[config.mk]
export PLATFORM = sky130hd
export DESIGN_NAME = mem_arbiter
export DESIGN_NICKNAME = d
export VERILOG_FILES = /design/src/rtl/npc_mem_pkg.sv /design/src/rtl/mem_arb_pick.sv /design/src/rtl/mem_arbiter.sv
export SDC_FILE = /design/constraint.sdc
export NUM_CORES = 1
export LEC_CHECK = 0
export CAP_MARGIN = 20
export CORE_AREA = 2 2 213 215
export DETAILED_ROUTE_END_ITERATION = 10
export DIE_AREA = 0 0 215 217
export PLACE_DENSITY = 0.59
export SYNTH_ARGS = -nofsm -noshare
export SYNTH_HDL_FRONTEND = slang
export SYNTH_HIERARCHICAL = 1
export SYNTH_SLANG_ARGS = --single-unit
[constraint.sdc]
create_clock -name clk -period 2.4 [get_ports clk]
set_input_delay 0.48 -clock clk [delete_from_list [all_inputs] [get_ports clk]]
set_output_delay 0.48 -clock clk [all_outputs]
set_load 0.05 [all_outputs]
[src/rtl/npc_mem_pkg.sv]
// Shared types for the memory-port arbiter: FSM states, owner encoding, width defaults.
package npc_mem_pkg;

  localparam int ADDR_W_DEF = 64;
  localparam int DATA_W_DEF = 64;

  typedef enum logic [1:0] {
    IDLE  = 2'd0,
    ISSUE = 2'd1,
    WAIT  = 2'd2,
    RESP  = 2'd3
  } arb_state_e;

  typedef logic owner_t;
  localparam owner_t OWN_IF = 1'b0;
  localparam owner_t OWN_LS = 1'b1;

endpackage

[src/rtl/mem_arb_pick.sv]
// Combinational winner select between fetch and load/store requesters.
// MEM_ARB_RR_EN selects round-robin on ties; otherwise LS has fixed priority.
module mem_arb_pick
  import npc_mem_pkg::*;
(
  input  logic   if_req_i,
  input  logic   ls_req_i,
`ifdef MEM_ARB_RR_EN
  input  owner_t last_i,
`endif
  output logic   vld_o,
  output owner_t own_o
);

  always_comb begin
    vld_o = if_req_i | ls_req_i;
    own_o = OWN_LS;
    if (if_req_i && !ls_req_i) begin
      own_o = OWN_IF;
    end else if (if_req_i && ls_req_i) begin
`ifdef MEM_ARB_RR_EN
      own_o = (last_i == OWN_LS) ? OWN_IF : OWN_LS;
`else
      own_o = OWN_LS;
`endif
    end
  end

endmodule

[src/rtl/mem_arbiter.sv]
// Serialises fetch and load/store accesses onto one memory port, one transaction in flight.
// Define MEM_ARB_RR_EN for round-robin tie-breaking (default: LS over IF).
module mem_arbiter
  import npc_mem_pkg::*;
#(
  parameter int ADDR_W = ADDR_W_DEF,
  parameter int DATA_W = DATA_W_DEF
) (
  input  logic                clk,
  input  logic                rst,
  input  logic                if_req_i,
  input  logic [ADDR_W-1:0]   if_addr_i,
  output logic                if_rvalid_o,
  output logic [DATA_W-1:0]   if_rdata_o,
  input  logic                ls_req_i,
  input  logic                ls_we_i,
  input  logic [ADDR_W-1:0]   ls_addr_i,
  input  logic [DATA_W-1:0]   ls_wdata_i,
  input  logic [DATA_W/8-1:0] ls_wmask_i,
  output logic                ls_rvalid_o,
  output logic [DATA_W-1:0]   ls_rdata_o,
  output logic                mem_req_o,
  output logic                mem_we_o,
  output logic [ADDR_W-1:0]   mem_addr_o,
  output logic [DATA_W-1:0]   mem_wdata_o,
  output logic [DATA_W/8-1:0] mem_wmask_o,
  input  logic                mem_rvalid_i,
  input  logic [DATA_W-1:0]   mem_rdata_i,
  output logic                arb_busy_o
);

  localparam int MASK_W = DATA_W / 8;

  arb_state_e          state_q, state_d;
  owner_t              owner_q, owner_d;
  logic                we_q, we_d;
  logic [ADDR_W-1:0]   addr_q, addr_d;
  logic [DATA_W-1:0]   wdata_q, wdata_d;
  logic [MASK_W-1:0]   wmask_q, wmask_d;
  logic [DATA_W-1:0]   if_rdata_q, if_rdata_d;
  logic [DATA_W-1:0]   ls_rdata_q, ls_rdata_d;
  logic                grant_vld;
  owner_t              grant_own;

`ifdef MEM_ARB_RR_EN
  owner_t last_q, last_d;
`endif

  mem_arb_pick u_pick (
    .if_req_i (if_req_i),
    .ls_req_i (ls_req_i),
`ifdef MEM_ARB_RR_EN
    .last_i   (last_q),
`endif
    .vld_o    (grant_vld),
    .own_o    (grant_own)
  );

  always_comb begin
    state_d    = state_q;
    owner_d    = owner_q;
    we_d       = we_q;
    addr_d     = addr_q;
    wdata_d    = wdata_q;
    wmask_d    = wmask_q;
    if_rdata_d = if_rdata_q;
    ls_rdata_d = ls_rdata_q;
`ifdef MEM_ARB_RR_EN
    last_d     = last_q;
`endif
    case (state_q)
      IDLE: begin
        if (grant_vld) begin
          owner_d = grant_own;
          state_d = ISSUE;
`ifdef MEM_ARB_RR_EN
          last_d  = grant_own;
`endif
          if (grant_own == OWN_LS) begin
            we_d    = ls_we_i;
            addr_d  = ls_addr_i;
            wdata_d = ls_wdata_i;
            wmask_d = ls_wmask_i;
          end else begin
            // fetches are reads; clear store fields so the port never sees stale mask
            we_d    = 1'b0;
            addr_d  = if_addr_i;
            wdata_d = '0;
            wmask_d = '0;
          end
        end
      end
      ISSUE, WAIT: begin
        if (mem_rvalid_i) begin
          state_d = RESP;
          if (owner_q == OWN_LS) ls_rdata_d = mem_rdata_i;
          else                   if_rdata_d = mem_rdata_i;
        end else begin
          state_d = WAIT;
        end
      end
      RESP:    state_d = IDLE;
      default: state_d = IDLE;
    endcase
  end

  always_ff @(posedge clk) begin
    if (rst) begin
      state_q    <= IDLE;
      owner_q    <= OWN_LS;
      we_q       <= 1'b0;
      addr_q     <= '0;
      wdata_q    <= '0;
      wmask_q    <= '0;
      if_rdata_q <= '0;
      ls_rdata_q <= '0;
`ifdef MEM_ARB_RR_EN
      last_q     <= OWN_LS;
`endif
    end else begin
      state_q    <= state_d;
      owner_q    <= owner_d;
      we_q       <= we_d;
      addr_q     <= addr_d;
      wdata_q    <= wdata_d;
      wmask_q    <= wmask_d;
      if_rdata_q <= if_rdata_d;
      ls_rdata_q <= ls_rdata_d;
`ifdef MEM_ARB_RR_EN
      last_q     <= last_d;
`endif
    end
  end

  assign mem_req_o   = (state_q == ISSUE);
  assign arb_busy_o  = (state_q != IDLE);
  assign if_rvalid_o = (state_q == RESP) && (owner_q == OWN_IF);
  assign ls_rvalid_o = (state_q == RESP) && (owner_q == OWN_LS);
  assign mem_we_o    = we_q;
  assign mem_addr_o  = addr_q;
  assign mem_wdata_o = wdata_q;
  assign mem_wmask_o = wmask_q;
  assign if_rdata_o  = if_rdata_q;
  assign ls_rdata_o  = ls_rdata_q;

endmodule

======== Word level (Yosys, flattened, before mapping) ========
Index checks and enable logic that the tools add are counted.
cells by class
  reductions and logical operators ........ 10
  equality and inequality tests ........... 4
  bitwise logic cells ..................... 2
  mux-type cells .......................... 8
operator list
  kind                  number
  $mux W64              2
  $mux W8               1
  $pmux W2 S3           1
  $reduce_and A3 Y1     2
  $eq A2 B2 Y1 const B  2
  $logic_and A1 B1 Y1   3
  $mux W1               3
  $eq A2 B1 Y1 const B  1
  $logic_not A2 Y1      1
  $mux W2               1
  $ne A2 B2 Y1 const B  1
  $reduce_and A2 Y1     1
  $reduce_bool A2 Y1    1
  $reduce_or A2 Y1      1
  $logic_not A1 Y1      1
  $not A1 Y1            1
  $or A1 B1 Y1          1
storage, ports and cells
  logic and storage cells ................. 32
  output and inout bits ................... 269
  flip-flop bits (word level) ............. 268
  bits of input ports ..................... 270

======== Depth between registers and ports, before layout ========
Gate-level depths: netlist of run 1.
  depth in word-level cells ............... 3
  depth in mapped cells ................... 8
  gate-level depth less buffers ........... 5

======== Hierarchy ========
The synthesis of run 1 kept the hierarchy.
by module, submodules not included
  module        sequential area each (µm²)  instances  cells an instance  area each (µm²)
  mem_arbiter   5365.1                      1          1191               10387.5
  mem_arb_pick  0.0                         1          2                  12.5

======== Worst setup path after synthesis of run 1 ========
Ideal clock, no wire load.
  path type ............................... reg2out
  from .................................... register state_q[0]
  to ...................................... output if_rvalid_o
  required time ........................... 1.920 ns
  cell stages (with the launch flop) ...... 3
  path slack .............................. 0.674 ns
  buffers on the path ..................... 0
  data arrival time ....................... 1.246 ns
  path through ............................ dfxtp_1 -> ha_1 -> nor2b_1
on the way
  longest elaborated chain between the ends .. 2
ends and longest elaborated chain
  element                 line                RTL
  start, declared         mem_arbiter.sv:34   arb_state_e state_q, state_d;
  start signal, assigned  mem_arbiter.sv:121  state_q <= state_d;
  $eq A2 B2 Y1            mem_arbiter.sv:137  assign if_rvalid_o = (state_q == RESP) && (owner_q == OWN_IF);
  $logic_and A1 B1 Y1     mem_arbiter.sv:137
  end, declared           mem_arbiter.sv:13   output logic if_rvalid_o,
No other way between the ends.

======== Worst setup path in the final report of run 1 ========
  from .................................... register state_q[0]
  to ...................................... output ls_rvalid_o
on the way
  longest elaborated chain between the ends .. 2
ends and longest elaborated chain
  element              line                RTL
  $eq A2 B2 Y1         mem_arbiter.sv:138  assign ls_rvalid_o = (state_q == RESP) && (owner_q == OWN_LS);
  $logic_and A1 B1 Y1  mem_arbiter.sv:138
  end, declared        mem_arbiter.sv:20   output logic ls_rvalid_o,
No other way between the ends.

==> metrics.md, run 1 <==
| Metric | Value |
|---|---|
| Status | `completed` |
| Setup TNS | `0 ns` |
| Final GP Congestion | `0.837` |
| Cell Area, Synth | `10,400 um^2` |
| Max_slew headroom | `59.3%` |
| Max Slew Vio Count | `0` |
| Critical path peak fanout | `4` |
| Initial core utilization | `23.3%` |
| Share of the synthesized area in the top cell type | `51.6%` |
| Synth Area in Compound Gates | `16.8%` |
| CORE AREA | `44,700 um^2` |
| WS Path Type | `flip-flop to output pin` |
| Final Hold Fails | `0` |
| # diodes | `0` |
| Critical path data required time | `1.92 ns` |
| Multiplexer area fraction after synthesis | `6.26%` |
| First-pass GRT wire length | `59.0 mm` |
| Commonest non-fill, non-tap cells in the layout | `clkdlybuf4s50_1 (533), nand2_1 (331), dfxtp_1 (268)` |
| Clock sinks | `268` |
| Largest net degree at the start of global routing | `74` |
| I/O pins | `539` |
| Routed wire length | `39.0 mm` |
| VDD IR max | `616 uV` |
| Syn Inst Count | `1,193` |
| Adder-Cell Fraction of Synth Area | `0.361%` |
| Die W | `215 um` |
| Largest area contributor in the netlist | `dfxtp_1` |
| Drt first pass iters | `5` |
| Avg Vias per Cell | `4.45` |
| Drt drc | `0` |
| DP Worst Slack | `0.147 ns` |
| Seq/Total Area, Yosys | `51.6%` |
| Area growth syn-to-layout | `67.6%` |
| Post-synthesis simple-gate area fraction | `18.6%` |
| Global route total overflow | `0` |
| Vias in the first global route | `10,200` |
| Yosys reg bits | `268` |
| YS warnings | `6` |
| Final worst setup slack | `0.101 ns` |
| H-tree depth | `1` |
| Root Buffer | `clkbuf_16` |
| Pleak | `6.41 nW` |
| Placed Instances | `2,262` |
| Worst Tran Pin Value | `0.608 ns` |
| Worst min path class | `input pin to flip-flop` |
| Core Rows | `78` |
| CP arrival | `1.82 ns` |
| WHS | `0.357 ns` |
| Largest family of logic cells by synthesized area | `simple AND/OR/NAND/NOR gates` |
| Max-cap violations | `0` |
| Area contributors post-synth | `dfxtp_1 (52%), nand2_1 (12%), a21oi_1 (9.7%), mux2i_1 (6.3%), a211oi_2 (6.0%)` |
| Total power | `21.0 mW` |
| Share of layout cells above drive strength 1 | `8.44%` |
| Commonest non-fill, non-tap cell in the layout | `clkdlybuf4s50_1` |
| Setup Viol. Count Final | `0` |
| Net total in the final layout | `1,968` |
| CTS tree | `yes` |
| Yosys cell types | `24` |
| 1st-iter DRT viols | `501` |
| F_max | `435 MHz` |
| Final period util | `95.8%` |
| Die area | `46,700 um^2` |
| RSZ-0062 raised after global routing | `false` |
| Num CTS Buffers | `31` |
| CTS clk-pin slew, worst paths | `0.06 ns` |
| Post-DP Area | `16,300 um^2` |
| Post-Syn Nets | `1,466` |
| Fin area | `17,400 um^2` |
| CTS hold repair buffers | `0` |
| Clock buffer depth | `3` |
| Post-Synth XOR/XNOR Area | `0%` |
| Setup repair bufs after CTS | `0` |
| Die height | `217 um` |
| Final ANT Viol Nets | `0` |
| Mapped Avg Cell Area | `8.72 um^2` |
| Startpoint types | `flip-flop` |
| Final non-filler cell total | `2,317` |
| Routed via count | `10,300` |
| Avg WL per Cell | `16.8 um` |
| Pwr Density | `1210 nW/um^2` |
| Crit. End Element | `output pin` |
| Clock Latency Late Sink | `0.55 ns` |
| Finished Core Util | `39.0%` |
| Antenna violations before repair | `1` |
| GR Util All Layers | `15.9%` |
| Worst Clk Skew | `0.0121 ns` |
| I/O Buffers | `538` |
| Hpwl dp | `28.5 mm` |
| Min Tclk post-route | `2.30 ns` |
-- worst paths after layout --
check	to	slack (ns)	cells after the start	startpoint
max	ls_rvalid_o	0.10	3	state_q[0]
min	mem_wdata_o[20]	0.36	2	rst
max reg2reg	mem_wmask_o[5]	0.63	6	state_q[1]
min reg2reg	mem_wdata_o[62]	0.45	2	mem_wdata_o[62]
-- Yosys cell counts (all sizes together) --
master	count
nand2	332
dfxtp	268
nor2	67
buf	72
a211oi	65
clkbuf	32
and2	2
and3b	1
nand3b	2
mux2i	65
nor2b	1
nand2b	2
or2	1
and3	1
ha	3
inv	3
a21oi	202
nand3	74
-- kinds of logic (layout without fill, tap and decap cells) --
logic type | Yosys count | count (layout)
fa+ha+maj | 3 | 3
simple gates | 483 | 483
mux | 65 | 65
buf+inv | 107 | 631
flops | 268 | 268
compound gates | 267 | 267
-- report_power, final --
part	internal, mW	switching (mW)
clock network	3.10	1.90
registers	5.48	0.561
logic	3.35	6.63
-- layout make-up --
type | count | area, um^2
clock buffer | 42 | 887
clock inverter | 13 | 198
fill | 4547 | 27300
inverter | 3 | 11.3
multi-input combinational | 818 | 4400
sequential | 268 | 5370
tap | 600 | 751
timing repair buffer | 573 | 5820
-- routing by layer --
layer	vias up	track usage, %	routed length, um
li1	5006	-	-
met1	4785	18.5	15700
met2	438	27.8	18700
met3	78	4.56	3260
met4	0	5.72	1330
met5	-	0	0
-- worst max-delay path, stage by stage (launching register included) --
cell	delay, ns
dfxtp_1	0.38
ha_1	0.21
and2_1	0.13
dlygate4sd2_1	0.55
-- flip-flops by register name, indices dropped and copies added (netlist names) --
| name | cells |
|---|---|
| state_q | 2 |
| mem_addr_o | 64 |
| mem_we_o | 1 |
| mem_wmask_o | 8 |
| owner_q | 1 |
| ls_rdata_o | 64 |
| mem_wdata_o | 64 |
| if_rdata_o | 64 |
-- repair_timing --
action | CTS | global route
hold endpoints to repair | 0 | 0
gates resized for setup | 2 | 0
endpoints found under the setup margin | 2 | 0
(Power assumes the default switching activity.)
==> run 2, diff against run 1 <==
- CORE_AREA: 2 2 213 215 -> 2 2 208 210
- DIE_AREA: 0 0 215 217 -> 0 0 210 212
- PLACE_DENSITY: 0.59 -> 0.61
- clock period: 2.4 -> 2.25 ns (I/O delays scaled with it)
==> run 2 against run 1 <==
Net effect: sequential power increased by 6.5%; non-clock buffer count unchanged; sequential share of layout area increased by 0.22 points; clock skew about the same; first-iteration DRC count increased by 2.8%; count of clock-buffer cells in the layout increased by 9; largest power group unchanged; combinational power increased by 6%; clock power decreased by 2%; cell count decreased by 2.4%.
==> metrics.md, run 2 (same netlist as run 1, synthesis figures left out) <==
| Metric | Value |
|---|---|
| Setup TNS | `0 ns (unchanged)` |
| Largest net degree at the start of global routing | `69 (-6.8%)` |
| GR Util All Layers | `16.1% (+0.21 points)` |
| Hpwl dp | `27.5 mm (-3.3%)` |
| Ordered cell list for the critical path | `clkdlybuf4s50_1` |
| Net total in the final layout | `1,967 (-0.051%)` |
| Area growth syn-to-layout | `66.4%` |
| CTS tree | `yes` |
| VDD IR max | `616 uV (about the same)` |
| Clock Latency Late Sink | `0.56 ns (about the same)` |
| F_max | `454 MHz` |
| CP max stage cell | `clkdlybuf4s50_1` |
| CTS clk-pin slew, worst paths | `0.06 ns (about the same)` |
| Global route total overflow | `0 (unchanged)` |
| Worst Clk Skew | `0.0122 ns (+0.0000700 ns)` |
| Share of layout cells above drive strength 1 | `8.22% (-0.22 points)` |
| I/O Buffers | `538 (unchanged)` |
| WS Path Type | `flip-flop to output pin` |
| Die area | `44,500 um^2 (-4.6%)` |
| Seq. cell area | `5370 um^2 (unchanged)` |
| RSZ-0062 raised after global routing | `false` |
| WHS | `0.322 ns (-0.0351 ns)` |
| Critical path peak fanout | `2 (-2)` |
| CP arrival | `1.75 ns (-0.07 ns)` |
| Clock buffer depth | `3 (unchanged)` |
| Final period util | `97.8%` |
| I/O pins | `539 (unchanged)` |
| # diodes | `0 (unchanged)` |
| 1st-iter DRT viols | `515 (+2.8%)` |
| Fin area | `17,300 um^2 (-0.70%)` |
| CTS hold repair buffers | `0 (unchanged)` |
| First-pass GRT wire length | `56.6 mm (-4.1%)` |
| Pwr Density | `1270 nW/um^2 (+5.3%)` |
| Slowest cell delay on critical path | `0.83 ns (+0.28 ns)` |
| Routed via count | `10,200 (-1.4%)` |
| Initial core utilization | `24.5% (+1.2 points)` |
| Post-DP Area | `16,300 um^2 (-0.28%)` |
| Vias in the first global route | `9,962 (-2.5%)` |
| Critical path's top delay family | `buffers and inverters` |
| Critical path data required time | `1.80 ns (-0.12 ns)` |
| Crit. End Element | `output pin` |
| Die height | `212 um (-2.3%)` |
| Routed wire length | `37.9 mm (-2.8%)` |
| Root Buffer | `clkbuf_16` |
| Avg WL per Cell | `16.8 um (-0.40%)` |
| Filler instances | `4,191 (-7.8%)` |
| Status | `completed` |
| Num CTS Buffers | `30 (-3.2%)` |
| Commonest non-fill, non-tap cell in the layout | `clkdlybuf4s50_1` |
| Multi-input logic area | `4400 um^2 (unchanged)` |
| Clock sinks | `268 (unchanged)` |
| Setup Viol. Count Final | `0 (unchanged)` |
| Core Rows | `76 (-2.6%)` |
| Commonest non-fill, non-tap cells in the layout | `clkdlybuf4s50_1 (518), nand2_1 (331), dfxtp_1 (268)` |
| Drt drc | `0 (unchanged)` |
| Die W | `210 um (-2.3%)` |
| Final ANT Viol Nets | `0 (unchanged)` |
| Max_slew headroom | `61.0% (+1.6 points)` |
| CORE AREA | `42,500 um^2 (-4.9%)` |
| Startpoint types | `flip-flop` |
| Avg Vias per Cell | `4.50 (+1.1%)` |
| H-tree depth | `1 (unchanged)` |
| Min Tclk post-route | `2.20 ns` |
| Final Hold Fails | `0 (unchanged)` |
| Max-cap violations | `0 (unchanged)` |
| Max Slew Vio Count | `0 (unchanged)` |
| Pleak | `6.53 nW (+1.9%)` |
| Worst Tran Pin Value | `0.584 ns (-0.0238 ns)` |
| Drt first pass iters | `5 (unchanged)` |
| Final GP Congestion | `0.819 (-2.2%)` |
| Antenna violations before repair | `0 (-1)` |
| CP bufs+invs | `1 (unchanged)` |
| Worst min path class | `input pin to flip-flop` |
## run 2: final timing paths
kind,startpoint,end,slack [ns],cells past startpoint
min reg2reg,mem_wdata_o[3],mem_wdata_o[3],0.45,2
min,rst,mem_wdata_o[18],0.32,2
max reg2reg,state_q[1],mem_addr_o[46],0.44,6
max,mem_wdata_o[38],mem_wdata_o[38],0.05,1
## run 2: where the power goes
group | switching, mW | internal, mW
clock | 1.97 | 2.93
combinational | 7.08 | 3.56
sequential | 0.591 | 5.84
total | 9.65 | 12.3
## run 2: worst register-to-register path, cell delays in order (launching register included)
cell and delay (ns):
dfxtp_1 0.32, inv_1 0.08, ha_1 0.36, and2_4 0.34, buf_12 0.30, nor2_1 0.12, a211oi_1 0.22
## run 2: metal layers
metal,up-vias,share of wire [%],track usage (%)
met5,-,0,0
met4,0,3.1,5.75
met3,68,8.0,4.31
met2,412,48,27.9
met1,4681,41,19.2
li1,5003,-,-
## run 2: metrics by stage
stage | setup slack, ns | instances | utilization, % | total power, mW
after detailed placement | 0.0776 | 2208 | 38.4 | 17.3
final | 0.0489 | 2261 | 40.7 | 22.0
after CTS | 0.0000699 | 2261 | 40.7 | 22.2
after global routing | 0.000704 | 2261 | 40.7 | 23.0
after floorplan | 0.554 | 1193 | - | 13.7
after global placement | 0.0893 | 2208 | 38.4 | 17.2
## run 2: final cells by class
type / count / area share (%)
Multi-Input combinational cell: 818 / 25.4
Sequential cell: 268 / 31.0
Tap cell: 546 / 3.95
Clock buffer: 51 / 5.67
Timing Repair Buffer: 573 / 33.8
Clock inverter: 2 / 0.0795
Inverter: 3 / 0.0651
## run 2: timing repair
action | 4_1_cts | 5_1_grt
resized for setup | 8 | 8
buffers inserted | 0 | 0
setup endpoints to repair | 8 | 8
==> run 3, diff against run 2 <==
- SLEW_MARGIN: not set -> 20
==> results of run 3 <==
The final DEF is identical to that of run 2; final timing and power are the same.
==> patch 1, RTL diff (settings of run 3) <==
Reset style: asynchronous (`rst`), changed in one clocked block.
--- a/src/rtl/mem_arbiter.sv
+++ b/src/rtl/mem_arbiter.sv
@@ -104,7 +104,7 @@
     endcase
   end
 
-  always_ff @(posedge clk) begin
+  always_ff @(posedge clk or posedge rst) begin
     if (rst) begin
       state_q    <= IDLE;
       owner_q    <= OWN_LS;
Behaviour: not the same (Yosys sat finds a counterexample within 4 cycles, from zero or initial values and one cycle with rst high; the reset may be asserted at any time).
==> patch 1 against run 3 <==
Sequential cell count stayed put; synthesized cell count is 24% lower; power is 48% higher; design area is 7.1% higher; clock power is 3% lower; utilization is 2.9 points higher; routed wire length is 1.1% lower; sequential power is 33% higher; via count is 9.5% lower; synthesized area is 9.5% higher; worst setup slack worse by 0.014 ns.
==> patch 1: results (changes against run 3) <==
outcome: "complete, no violations"  # unchanged
synth_compound_area_frac: 0.0889  # was 0.168
vias: 9195  # was 10200
synth.yosys.seq_area_share: 0.589  # was 0.516
rrSetupSlack_ns: 0.39  # was 0.44 ns
grt_first_pass_wirelength_um: 56500  # was 56600 um
synth_fa_ha_area_frac: 0.00330  # was 0.00361
dpl.hpwl_um: 27700  # was 27500 um
fin_nets: 1712  # was 1967
cts_buffers: 31  # was 30
antenna_found_initial: 1  # was 0
synth_area_leaders: "dfrtp_1 (59%), mux2_4 (7.9%), mux2_2 (6.4%), a21oi_1 (5.6%), mux2i_1 (5.6%)"  # was dfxtp_1 (52%), nand2_1 (12%), a21oi_1 (9.7%), mux2i_1 (6.3%), a211oi_2 (6.0%)
use_met2: 0.267  # was 0.279
endpoint: "mem_wdata_o[49]"  # was mem_wdata_o[38]
use_met1: 0.201  # was 0.192
r2r-end: "if_rdata_o[1]"  # was mem_addr_o[46]
crit_family: "buffers and inverters"  # unchanged
synth_common_cells: "dfrtp_1 (267), a21oi_1 (128), inv_1 (77), nand4_1 (73), o21ai_0 (73)"  # was nand2_1 (332), dfxtp_1 (268), a21oi_1 (202), nand3_1 (74), nor2_1 (67)
wl_met2_um: 17800  # was 18100 um
drt-initial-drc-count: 497  # was 515
timing.hold.ws_ns: 0.331  # was 0.322 ns
p_leak_nw: 8.53  # was 6.53 nW
hp-class: "primary input to asynchronous set/reset pin"  # was primary input to flop
synthMuxAreaShare: 0.205  # was 0.0626
gp_congestion: 0.810  # was 0.819
synth_flop_cell: "dfrtp_1"  # was dfxtp_1
syn_nets: 1176  # was 1466
use_met3: 0.0505  # was 0.0431
dr.pass1.iters: 6  # was 5
worst_r2r_startpoint: "state_q[0]"  # was state_q[1]
track_usage: 0.161  # about the same
top_layer_used: "met5"  # was met4
grt_max_degree: 98  # was 69
drt_wl_total_um: 37500  # was 37900 um
drive_gt1_frac: 0.153  # was 0.0822
worst_slew_pin_slew_ns: 0.578  # was 0.584 ns
worstSetupStartpoint: "mem_wdata_o[49]"  # was mem_wdata_o[38]
vdd_drop_max_v: 0.000782  # was 0.000616 V
grt_pass1_vias: 9577  # was 9962
dp_slack_ns: 0.164  # was 0.0776 ns
fin_skew_ns: 0.0112  # was 0.0122 ns
ys_types: 27  # was 24
met3_length_um: 3370  # was 3040 um
async_flop_share: 1.00  # was 0
drt-met1-wl_um: 15300  # was 15600 um
-- patch 1: through the flow --
stage,power (mW),TNS (ns),cell area (um2),cells,util
floorplan,21.1,-465.02,11400,903,-
global placement,27.9,0,17500,1952,0.412
detailed placement,28.1,0,17500,1952,0.412
CTS,32.9,0,18400,2006,0.434
global route,34.0,0,18500,2006,0.436
finish,32.5,0,18500,2006,0.436
-- patch 1: repair_timing --
action                                 4_1_cts  5_1_grt
endpoints found under the hold margin        0        0
setup endpoints to repair                   26       39
gates resized for setup                     26       39
-- patch 1: final cells by class --
type	count	area, um2
fill	4006	24000
sequential	268	6710
timing repair buffer	578	5960
multi-input combinational	483	3940
clock buffer	48	920
tap	546	683
inverter	77	293
clock inverter	6	33.8
-- patch 1: power breakdown --
part           switching [mW]  total, mW  internal (mW)
logic                    12.3       19.2           6.83
registers                1.32       8.55           7.23
clock network            1.98       4.76           2.78
total                    15.7       32.5           16.8
==> patch 2, RTL diff (config.mk and constraints of run 3) <==
Made on the original files. `DATA_W_DEF`: 64 -> 60.
--- a/src/rtl/npc_mem_pkg.sv
+++ b/src/rtl/npc_mem_pkg.sv
@@ -2,7 +2,7 @@
 package npc_mem_pkg;
 
   localparam int ADDR_W_DEF = 64;
-  localparam int DATA_W_DEF = 64;
+  localparam int DATA_W_DEF = 60;
 
   typedef enum logic [1:0] {
     IDLE  = 2'd0,
Interface: changed (7 resized); port bits go from 539 to 517. No check against the original RTL was run, so the function may have changed too.
==> patch 2 against run 3 <==
Sequential cell count is 13 lower; worst setup slack better by 0.0043 ns; sequential share of layout area rose by 0.099 points; routed wire length is 9.2% lower; final cell count fell by 3.3%; register-to-register slack improved by 0.03 ns; power decreased by 5.4%; design area decreased by 5.2%; synthesized area decreased by 7.7%; count of clock-buffer cells in the layout down 10.
==> patch 2: results (changes against run 3) <==
yosysWarnings: 6  # unchanged
fillCellCount: 4319  # was 4191
synth_common_cells: "nand2_1 (311), dfxtp_1 (255), a21oi_1 (189), nand3_1 (69), nor2_1 (67)"  # was nand2_1 (332), dfxtp_1 (268), a21oi_1 (202), nand3_1 (74), nor2_1 (67)
drt_wl_total_um: 34400  # was 37900 um
viasPerCell: 4.41  # was 4.50
worst_slew_pin_slew_ns: 0.589  # was 0.584 ns
synth_area_leaders: "dfxtp_1 (53%), nand2_1 (12%), a21oi_1 (9.9%), mux2i_1 (6.8%), a211oi_1 (5.1%)"  # was dfxtp_1 (52%), nand2_1 (12%), a21oi_1 (9.7%), mux2i_1 (6.3%), a211oi_2 (6.0%)
gp_congestion: 0.783  # was 0.819
outcome: "complete, no violations"  # unchanged
fin_nets: 1888  # was 1967
avgSynthCellArea_um2: 8.45  # was 8.72 um2
rrSetupSlack_ns: 0.47  # was 0.44 ns
cp_slowest_stage_delay_ns: 0.86  # was 0.83 ns
cts_buffers: 29  # was 30
ys_types: 22  # was 24
hp-class: "flop to flop"  # was primary input to flop
r2r-end: "ls_rdata_o[28]"  # was mem_addr_o[46]
cts.path.max_buffers: 3  # unchanged
fin_skew_ns: 0.00865  # was 0.0122 ns
cts_max_level: 1  # unchanged
drive_gt1_frac: 0.0585  # was 0.0822
grt_pass1_vias: 9258  # was 9962
worst_r2r_startpoint: "state_q[0]"  # was state_q[1]
track_usage: 0.145  # was 0.161
ctsResizeCount: 10  # was 8
grt_first_pass_wirelength_um: 51700  # was 56600 um
largest_reg_flops: 64
dpl.hpwl_um: 25000  # was 27500 um
synth.yosys.seq_area_share: 0.532  # was 0.516
hp-start: "mem_wdata_o[3]"  # was rst
holdPathEnd: "mem_wdata_o[3]"  # was mem_wdata_o[18]
endpoint: "mem_addr_o[63]"  # was mem_wdata_o[38]
syn_nets: 1400  # was 1466
timing.hold.ws_ns: 0.448  # was 0.322 ns
dp_cells: 2139  # was 2208
portBuffers: 516  # was 538
vdd_drop_max_v: 0.000768  # was 0.000616 V
dr.pass1.iters: 4  # was 5
area_growth_pct: 71.0  # was 66.4%
wire_per_inst_um: 15.7  # was 16.8 um
crit_family: "buffers and inverters"  # unchanged
grt_max_degree: 76  # was 69
antenna_cells: 0  # unchanged
dp_slack_ns: 0.160  # was 0.0776 ns
cts_root_buffer: "clkbuf_16"  # unchanged
worstSetupStartpoint: "mem_addr_o[63]"  # was mem_wdata_o[38]
timing.fmax_mhz: 455  # was 454 MHz
p_leak_nw: 6.32  # was 6.53 nW
drt-initial-drc-count: 549  # was 515
## patch 2: changes by cell type after synthesis, sizes merged
cell | before | now
buf | 72 | 55
nand2 | 332 | 311
dfxtp | 268 | 255
nand3 | 74 | 69
clkbuf | 32 | 44
a21oi | 202 | 189
## patch 2: power by group
group	internal [mW]	switching [mW]	leakage, nW
logic	3.35	6.56	3.77
clock network	2.88	1.86	0.467
registers	5.57	0.557	2.09
total	11.8	8.97	6.32
## patch 2: cells by family after synthesis
| logic type | Yosys count | synth area share |
|---|---|---|
| AOI/OAI and AO/OA | 254 | 0.149 |
| adders and majority gates | 3 | 0.00391 |
| buffers and inverters | 102 | 0.0564 |
| DFF | 255 | 0.532 |
| muxes | 65 | 0.0678 |
| and+or+nand+nor | 457 | 0.191 |
## patch 2: layout make-up
cell class / count / area [um2] / share of cell area
Timing Repair Buffer: 556 / 5690 / 0.347
Sequential cell: 255 / 5100 / 0.311
Multi-Input combinational cell: 779 / 3980 / 0.242
Clock buffer: 41 / 831 / 0.0506
Tap cell: 546 / 683 / 0.0416
Clock inverter: 7 / 118 / 0.00716
Inverter: 3 / 11.3 / 0.000686
## patch 2: per-stage QoR
| step | cell area, um2 | total power [mW] | utilization |
|---|---|---|---|
| after floorplan | 9600 | 12.6 | - |
| after global routing | 16400 | 21.8 | 0.386 |
| after detailed placement | 15500 | 16.2 | 0.364 |
| final | 16400 | 20.8 | 0.386 |
| after CTS | 16400 | 21.1 | 0.386 |
| after global placement | 15500 | 16.1 | 0.364 |
## patch 2: metal layers
layer,track usage,vias up,part of all wire
met1,0.175,4442,0.41
met3,0.0430,65,0.077
met5,0,-,0
met4,0.0435,0,0.030
met2,0.250,355,0.48
li1,-,4792,-
